<file path="config.mk">
export PLATFORM = sky130hd
export DESIGN_NAME = dram_arbiter
export DESIGN_NICKNAME = d
export VERILOG_FILES = /design/src/rtl/dram_arbiter_pkg.sv /design/src/rtl/dram_arbiter_starve_cnt.sv /design/src/rtl/dram_arbiter.sv
export SDC_FILE = /design/constraint.sdc
export NUM_CORES = 1
export LEC_CHECK = 0
export ABC_AREA = 0
export CORE_AREA = 4 4 107 109
export DETAILED_ROUTE_END_ITERATION = 8
export DIE_AREA = 0 0 111 113
export PLACE_DENSITY_LB_ADDON = 0.05
export SKIP_LAST_GASP = 1
export SLEW_MARGIN = 20
export SYNTH_ARGS = -nofsm -noshare
export SYNTH_HDL_FRONTEND = slang
export SYNTH_SLANG_ARGS = --single-unit
</file>
<file path="constraint.sdc">
create_clock -name cpu_clk -period 5.29 [get_ports cpu_clk]
set_clock_uncertainty 0.1 [all_clocks]
set_input_delay 1.058 -clock cpu_clk [delete_from_list [all_inputs] [get_ports cpu_clk]]
set_output_delay 1.058 -clock cpu_clk [all_outputs]
set_load 0.01 [all_outputs]
</file>
<file path="src/rtl/dram_arbiter_pkg.sv">
// Shared definitions for the two-master DRAM arbiter: FSM encodings and default limits.
// The starvation guard is enabled by defining ARB_STARVE_GUARD_EN at compile time.
package dram_arbiter_pkg;

   typedef enum logic {
      ARB_IDLE = 1'b0,
      ARB_RESP = 1'b1
   } arb_state_e;

   localparam int DEF_STARVE_LIMIT = 8;
   localparam int DEF_CNT_W        = 4;

endpackage

</file>
<file path="src/rtl/dram_arbiter_starve_cnt.sv">
// Saturating count of consecutive denied master-1 cycles; only built when
// ARB_STARVE_GUARD_EN is defined. Clear wins over increment; en_i low holds the count.
module arb_starve_cnt #(
   parameter int CNT_W = 4,
   parameter int LIMIT = 8
) (
   input  logic clk_i,
   input  logic rst_i,
   input  logic en_i,
   input  logic inc_i,
   input  logic clr_i,
   output logic at_limit_o
);

   logic [CNT_W-1:0] cnt_q, cnt_d;

   assign at_limit_o = (cnt_q == CNT_W'(LIMIT));

   always_comb begin
      cnt_d = cnt_q;
      if (en_i) begin
         if (clr_i)
            cnt_d = '0;
         else if (inc_i && !at_limit_o)
            cnt_d = cnt_q + 1'b1;
      end
   end

   always_ff @(posedge clk_i or posedge rst_i) begin
      if (rst_i)
         cnt_q <= '0;
      else
         cnt_q <= cnt_d;
   end

endmodule

</file>
<file path="src/rtl/dram_arbiter.sv">
// DRAM port arbiter: CPU has absolute priority, master 1 is served in CPU-idle cycles.
// Defining ARB_STARVE_GUARD_EN adds a forced grant that stalls the CPU for one cycle.
module dram_arbiter
   import dram_arbiter_pkg::*;
#(
   parameter int AW           = 14,
   parameter int STARVE_LIMIT = DEF_STARVE_LIMIT,
   parameter int CNT_W        = DEF_CNT_W
) (
   input  logic          cpu_clk,
   input  logic          cpu_rst,
   input  logic          cpu_req,
   input  logic          cpu_we,
   input  logic [31:0]   cpu_addr,
   input  logic [31:0]   cpu_wdata,
   output logic [31:0]   cpu_rdata,
   output logic          cpu_stall,
   input  logic          m1_req,
   input  logic          m1_we,
   input  logic [31:0]   m1_addr,
   input  logic [31:0]   m1_wdata,
   output logic          m1_gnt,
   output logic          m1_rvalid,
   output logic [31:0]   m1_rdata,
   output logic [AW-1:0] dram_a,
   output logic          dram_we,
   output logic [31:0]   dram_d,
   input  logic [31:0]   dram_spo,
   output logic          dbg_state_o
);

   arb_state_e  state_q, state_d;
   logic [31:0] m1_rdata_q, m1_rdata_d;
   logic        idle;
   logic        forced;
   logic        gnt;
   logic        unused_ok;

   assign idle = (state_q == ARB_IDLE);

`ifdef ARB_STARVE_GUARD_EN
   arb_starve_cnt #(
      .CNT_W (CNT_W),
      .LIMIT (STARVE_LIMIT)
   ) u_starve_cnt (
      .clk_i      (cpu_clk),
      .rst_i      (cpu_rst),
      .en_i       (idle),
      .inc_i      (m1_req && cpu_req && !gnt),
      .clr_i      (gnt || !m1_req),
      .at_limit_o (forced)
   );
   // A grant while the CPU is requesting can only be a forced one.
   assign cpu_stall = gnt && cpu_req;
   assign unused_ok = ^{m1_addr[31:AW+2], m1_addr[1:0], cpu_addr[31:AW+2], cpu_addr[1:0]};
`else
   assign forced    = 1'b0;
   assign cpu_stall = 1'b0;
   assign unused_ok = ^{m1_addr[31:AW+2], m1_addr[1:0], cpu_addr[31:AW+2], cpu_addr[1:0],
                        STARVE_LIMIT[0], CNT_W[0]};
`endif

   assign gnt         = !cpu_rst && idle && m1_req && (!cpu_req || forced);
   assign m1_gnt      = gnt;
   assign m1_rvalid   = (state_q == ARB_RESP);
   assign m1_rdata    = m1_rdata_q;
   assign cpu_rdata   = dram_spo;
   assign dbg_state_o = state_q;

   always_comb begin
      dram_a  = cpu_addr[AW+1:2];
      dram_d  = cpu_wdata;
      dram_we = !cpu_rst && cpu_req && cpu_we;
      if (gnt) begin
         dram_a  = m1_addr[AW+1:2];
         dram_d  = m1_wdata;
         dram_we = m1_we;
      end
   end

   // Reads park in RESP for one cycle; writes commit on the grant edge and stay in IDLE.
   always_comb begin
      state_d    = state_q;
      m1_rdata_d = m1_rdata_q;
      case (state_q)
         ARB_IDLE: begin
            if (gnt && !m1_we) begin
               state_d    = ARB_RESP;
               m1_rdata_d = dram_spo;
            end
         end
         ARB_RESP: state_d = ARB_IDLE;
         default:  state_d = ARB_IDLE;
      endcase
   end

   always_ff @(posedge cpu_clk or posedge cpu_rst) begin
      if (cpu_rst) begin
         state_q    <= ARB_IDLE;
         m1_rdata_q <= '0;
      end else begin
         state_q    <= state_d;
         m1_rdata_q <= m1_rdata_d;
      end
   end

endmodule

</file>
[Yosys cells after proc, flatten, opt, wreduce, memory -nomap -nowiden]
Index checks and enable logic that the tools add are counted.
Word-level totals
  register bits: 33
  input port bits: 166
  output and inout port bits: 115
  word-level logic and storage cells: 18
Operators by class
  multiplexer cells: 5
  bitwise logic cells: 1
  reduce and logical (&&, ||, !) cells: 10
Operators by type and width (number)
  32-bit 2-to-1 mux: 1
  14-bit 2-to-1 mux: 1
  1-bit logical AND: 6
  1-bit zero test: 3
  1-bit 2-to-1 mux: 2
  1-bit one-hot mux with 2 select lines: 1
  2-bit AND reduction: 1
  1-bit inverter: 1

[Longest topological paths before layout]
  depth after elaboration: 7
  mapped depth: 5
  mapped depth without buffers: 3

[Worst setup path after synthesis]
No wires, ideal clock.
  kind: input to output
  from: in cpu_rst
  to: out dram_we
  arrival time: 2.107 ns
  required time: 4.132 ns
  path slack: 2.025 ns
  cell stages on the path: 2
  path buffers: 0
  cells stage by stage: inv_1 -> a32o_1
On the way
  word-level cells in the longest chain between the ends: 5
  elaborated cells between the ends (all ways): 7
  classes of those cells: mux: 1; reduce/logical: 6
RTL lines
  from (decl): line dram_arbiter.sv:11  | input logic cpu_rst,
  1-bit zero test (no source line) *
  1-bit logical AND (3 in series): line dram_arbiter.sv:63  | assign gnt = !cpu_rst && idle && m1_req && (!cpu_req || forced);
  1-bit 2-to-1 mux *: line dram_arbiter.sv:74  | if (gnt) begin
  to (decl): line dram_arbiter.sv:26  | output logic dram_we,
Every way passes the cells marked *; elsewhere a longest branch is shown, timed or not.

[Final worst setup path]
  from: in cpu_req
  to: out dram_d[14]
On the way
  word-level cells in the longest chain between the ends: 3
RTL lines
  from (decl): line dram_arbiter.sv:12  | input logic cpu_req,
  1-bit zero test: line dram_arbiter.sv:63
  1-bit logical AND: line dram_arbiter.sv:63
  32-bit 2-to-1 mux: line dram_arbiter.sv:74
  to (decl): line dram_arbiter.sv:27  | output logic [31:0] dram_d,
Every way passes these cells.

==> flow_summary_export.csv <==
group,metric,value,unit
status,status,"complete, no violations",
worst_setup_path,cp_data_arrival_time,3.13,ns
die,ios,281,
worst_setup_path,path_class,"primary input to output pin",
place,port_buffers,243,
pwr,powerDensity,214,nW/µm²
cts,ctsResizeCount,0,
drt,first_pass_iters,3,
cts,hold_buffers,0,
logic_synthesis,syn_avg_cell_area,13.1,µm²
cells_and_area,n_fill_cell,1023,
logic_synthesis,ys_ff_latch,33,
worst_setup_path,required,4.13,ns
logic_synthesis,ys_warn_count,0,
die,chipWidth,111,µm
die,die_h,113,µm
place,hpwlAfterDp,7670,µm
drt,routed_via_density,3.96,
die,core_area,10600,µm²
logic_synthesis,ys_seq_area_share,39.7,%
drt,drtIter0Drc,34,
hold_path,hold_path.class,"register to register",
cells_and_area,final_nets,534,
cts,clock_sinks,33,
pwr,irDropWorstVdd,129,µV
run,max_cap_viol_count,0,
sta,final_hold_viol_count,0,
cells_and_area,mostFrequentLayoutCells,"clkdlybuf4s50_1 (243), mux2_2 (49), dfrtp_1 (33)",
sta,fmaxAchievable,233,MHz
worst_setup_path,critPathCaptureType,"output pin",
cts,cts_buffer_depth,2,
global_route,grt_pass1_wl,13400,µm
logic_synthesis,syn_inst,159,
cts,clkSlewWorstSetupHoldPaths,0.07,ns
cells_and_area,final_common_cell,"clkdlybuf4s50_1",
cells_and_area,antenna_cells,0,
cells_and_area,drive_above_1_share,16.5,%
sta,relSlewSlack,36.0,%
global_route,grt_overflow,0,
global_route,grt_usage,13.6,%
sta,period_minus_slack,4.28,ns
drt,wl_per_cell,17.7,µm
sta,grt_setup_unrepaired,"no",
sta,period_share,81.0,%
die,die_area,12500,µm²
place,dp_cells,501,
sta,drv_slew,0,
drt,vias,2016,
global_route,grt_pass1_vias,2111,
worst_setup_path,startpoint_type,"primary input",
cts,cts_tree,"yes",
sta,finalSetupViolCount,0,
cts,cts_buffers,5,
cts,insertion_delay,0.28,ns
logic_synthesis,synth_area,2080,µm²
cts,post_cts_buffers,0,
cells_and_area,synthToLayoutAreaGrowth,115,%
cts,cts_root_buf,"clkbuf_8",
pwr,p_leak,1.73,nW
global_route,grt_start_max_net_pins,48,
drt,drc,0,
drt,wl,8990,µm
drt,ant_nets,0,
logic_synthesis,synth_fp_nets,325,
worst_setup_path,cp_max_fo,47,
global_route,antenna_found_initial,0,
sta,worstMarginPinSlew,0.958,ns
die,row_count,38,
die,initial_utilization,19.6,%
logic_synthesis,synthDistinctLibCells,11,
cells_and_area,final_cells,509,
place,globalplace.congestion,0.805,
cts,cts.htree.levels,2,
pwr,total_power,0.000960,W
sta,tns,0,ns
-- area by class of cell --
type	instances	area [µm²]	area share, %
flip-flops and latches	33	826	18.4
inverters	1	3.75	0.0838
repair buffers	245	2460	54.9
clock buffers	5	68.8	1.54
multi-input cells	82	930	20.7
well taps	140	175	3.91
clock inverters	3	17.5	0.391
-- final timing paths --
path / cells past startpoint / start / slack, ns / end
worst max-delay path: 5 / cpu_req / 1.01 / dram_d[14]
worst max register to register: 3 / dbg_state_o$_DFF_PP0_ / 3.00 / m1_rdata[27]$_DFFE_PP0P_
worst min register to register: 1 / m1_rdata[10]$_DFFE_PP0P_ / 0.39 / m1_rdata[10]$_DFFE_PP0P_
worst min-delay path: 1 / m1_rdata[10]$_DFFE_PP0P_ / 0.39 / m1_rdata[10]$_DFFE_PP0P_
min in group asynchronous: 3 / cpu_rst / 1.20 / m1_rdata[9]$_DFFE_PP0P_
max in group asynchronous: 3 / cpu_rst / 3.58 / m1_rdata[6]$_DFFE_PP0P_
-- layer usage --
layer  part of all wire, %  routed length [µm]  global-route usage [%]  up-vias
met3                    10                 897                    5.35        5
li1                      -                   -                       -      945
met4                  0.80                  72                    1.56        0
met2                    51                4570                    25.1      123
met5                     0                   0                       0        -
met1                    38                3450                    15.3      943
-- power by group --
group | switching [W] | internal, W
Combinational | 0.000149 | 0.000294
Sequential | 0.0000249 | 0.000308
Clock | 0.0000933 | 0.0000907
Total | 0.000267 | 0.000693
-- per-stage QoR --
stage	utilization, %	instance area [µm²]	hold WS, ns	setup slack [ns]
global placement	41.4	4390	0.367	0.996
global route	42.3	4480	0.401	0.906
CTS	42.3	4480	0.391	0.996
detailed placement	41.4	4390	0.374	0.997
finish	42.3	4480	0.386	1.01
floorplan	-	2080	0.429	2.03
-- cells in the mapped netlist, drive strengths merged --
cell   count  area (µm²)
a32o       1        10.0
mux2      78         878
inv        1        3.75
nor2b      1        6.26
buf       43         329
conb       1        3.75
nor4b      1        23.8
dfrtp     33         826
-- state kept, by name (all words and copies together), names as in the netlist --
signal and count:
dbg_state_o 1, m1_rdata 32
-- worst max-delay path: stages --
cell and delay, ns:
clkdlybuf4s50_1 0.46, nor4b_4 0.40, buf_12 0.31, mux2_2 0.37, clkdlybuf4s50_1 0.51
-- logic make-up after synthesis --
logic type | Yosys count | share of synthesized area [%]
mux | 78 | 42.2
buf+inv | 44 | 16.0
flops | 33 | 39.7
simple gates | 2 | 1.44
compound gates | 1 | 0.481
other cells | 1 | 0.180
No activity file was read; power rests on OpenSTA's default activity.
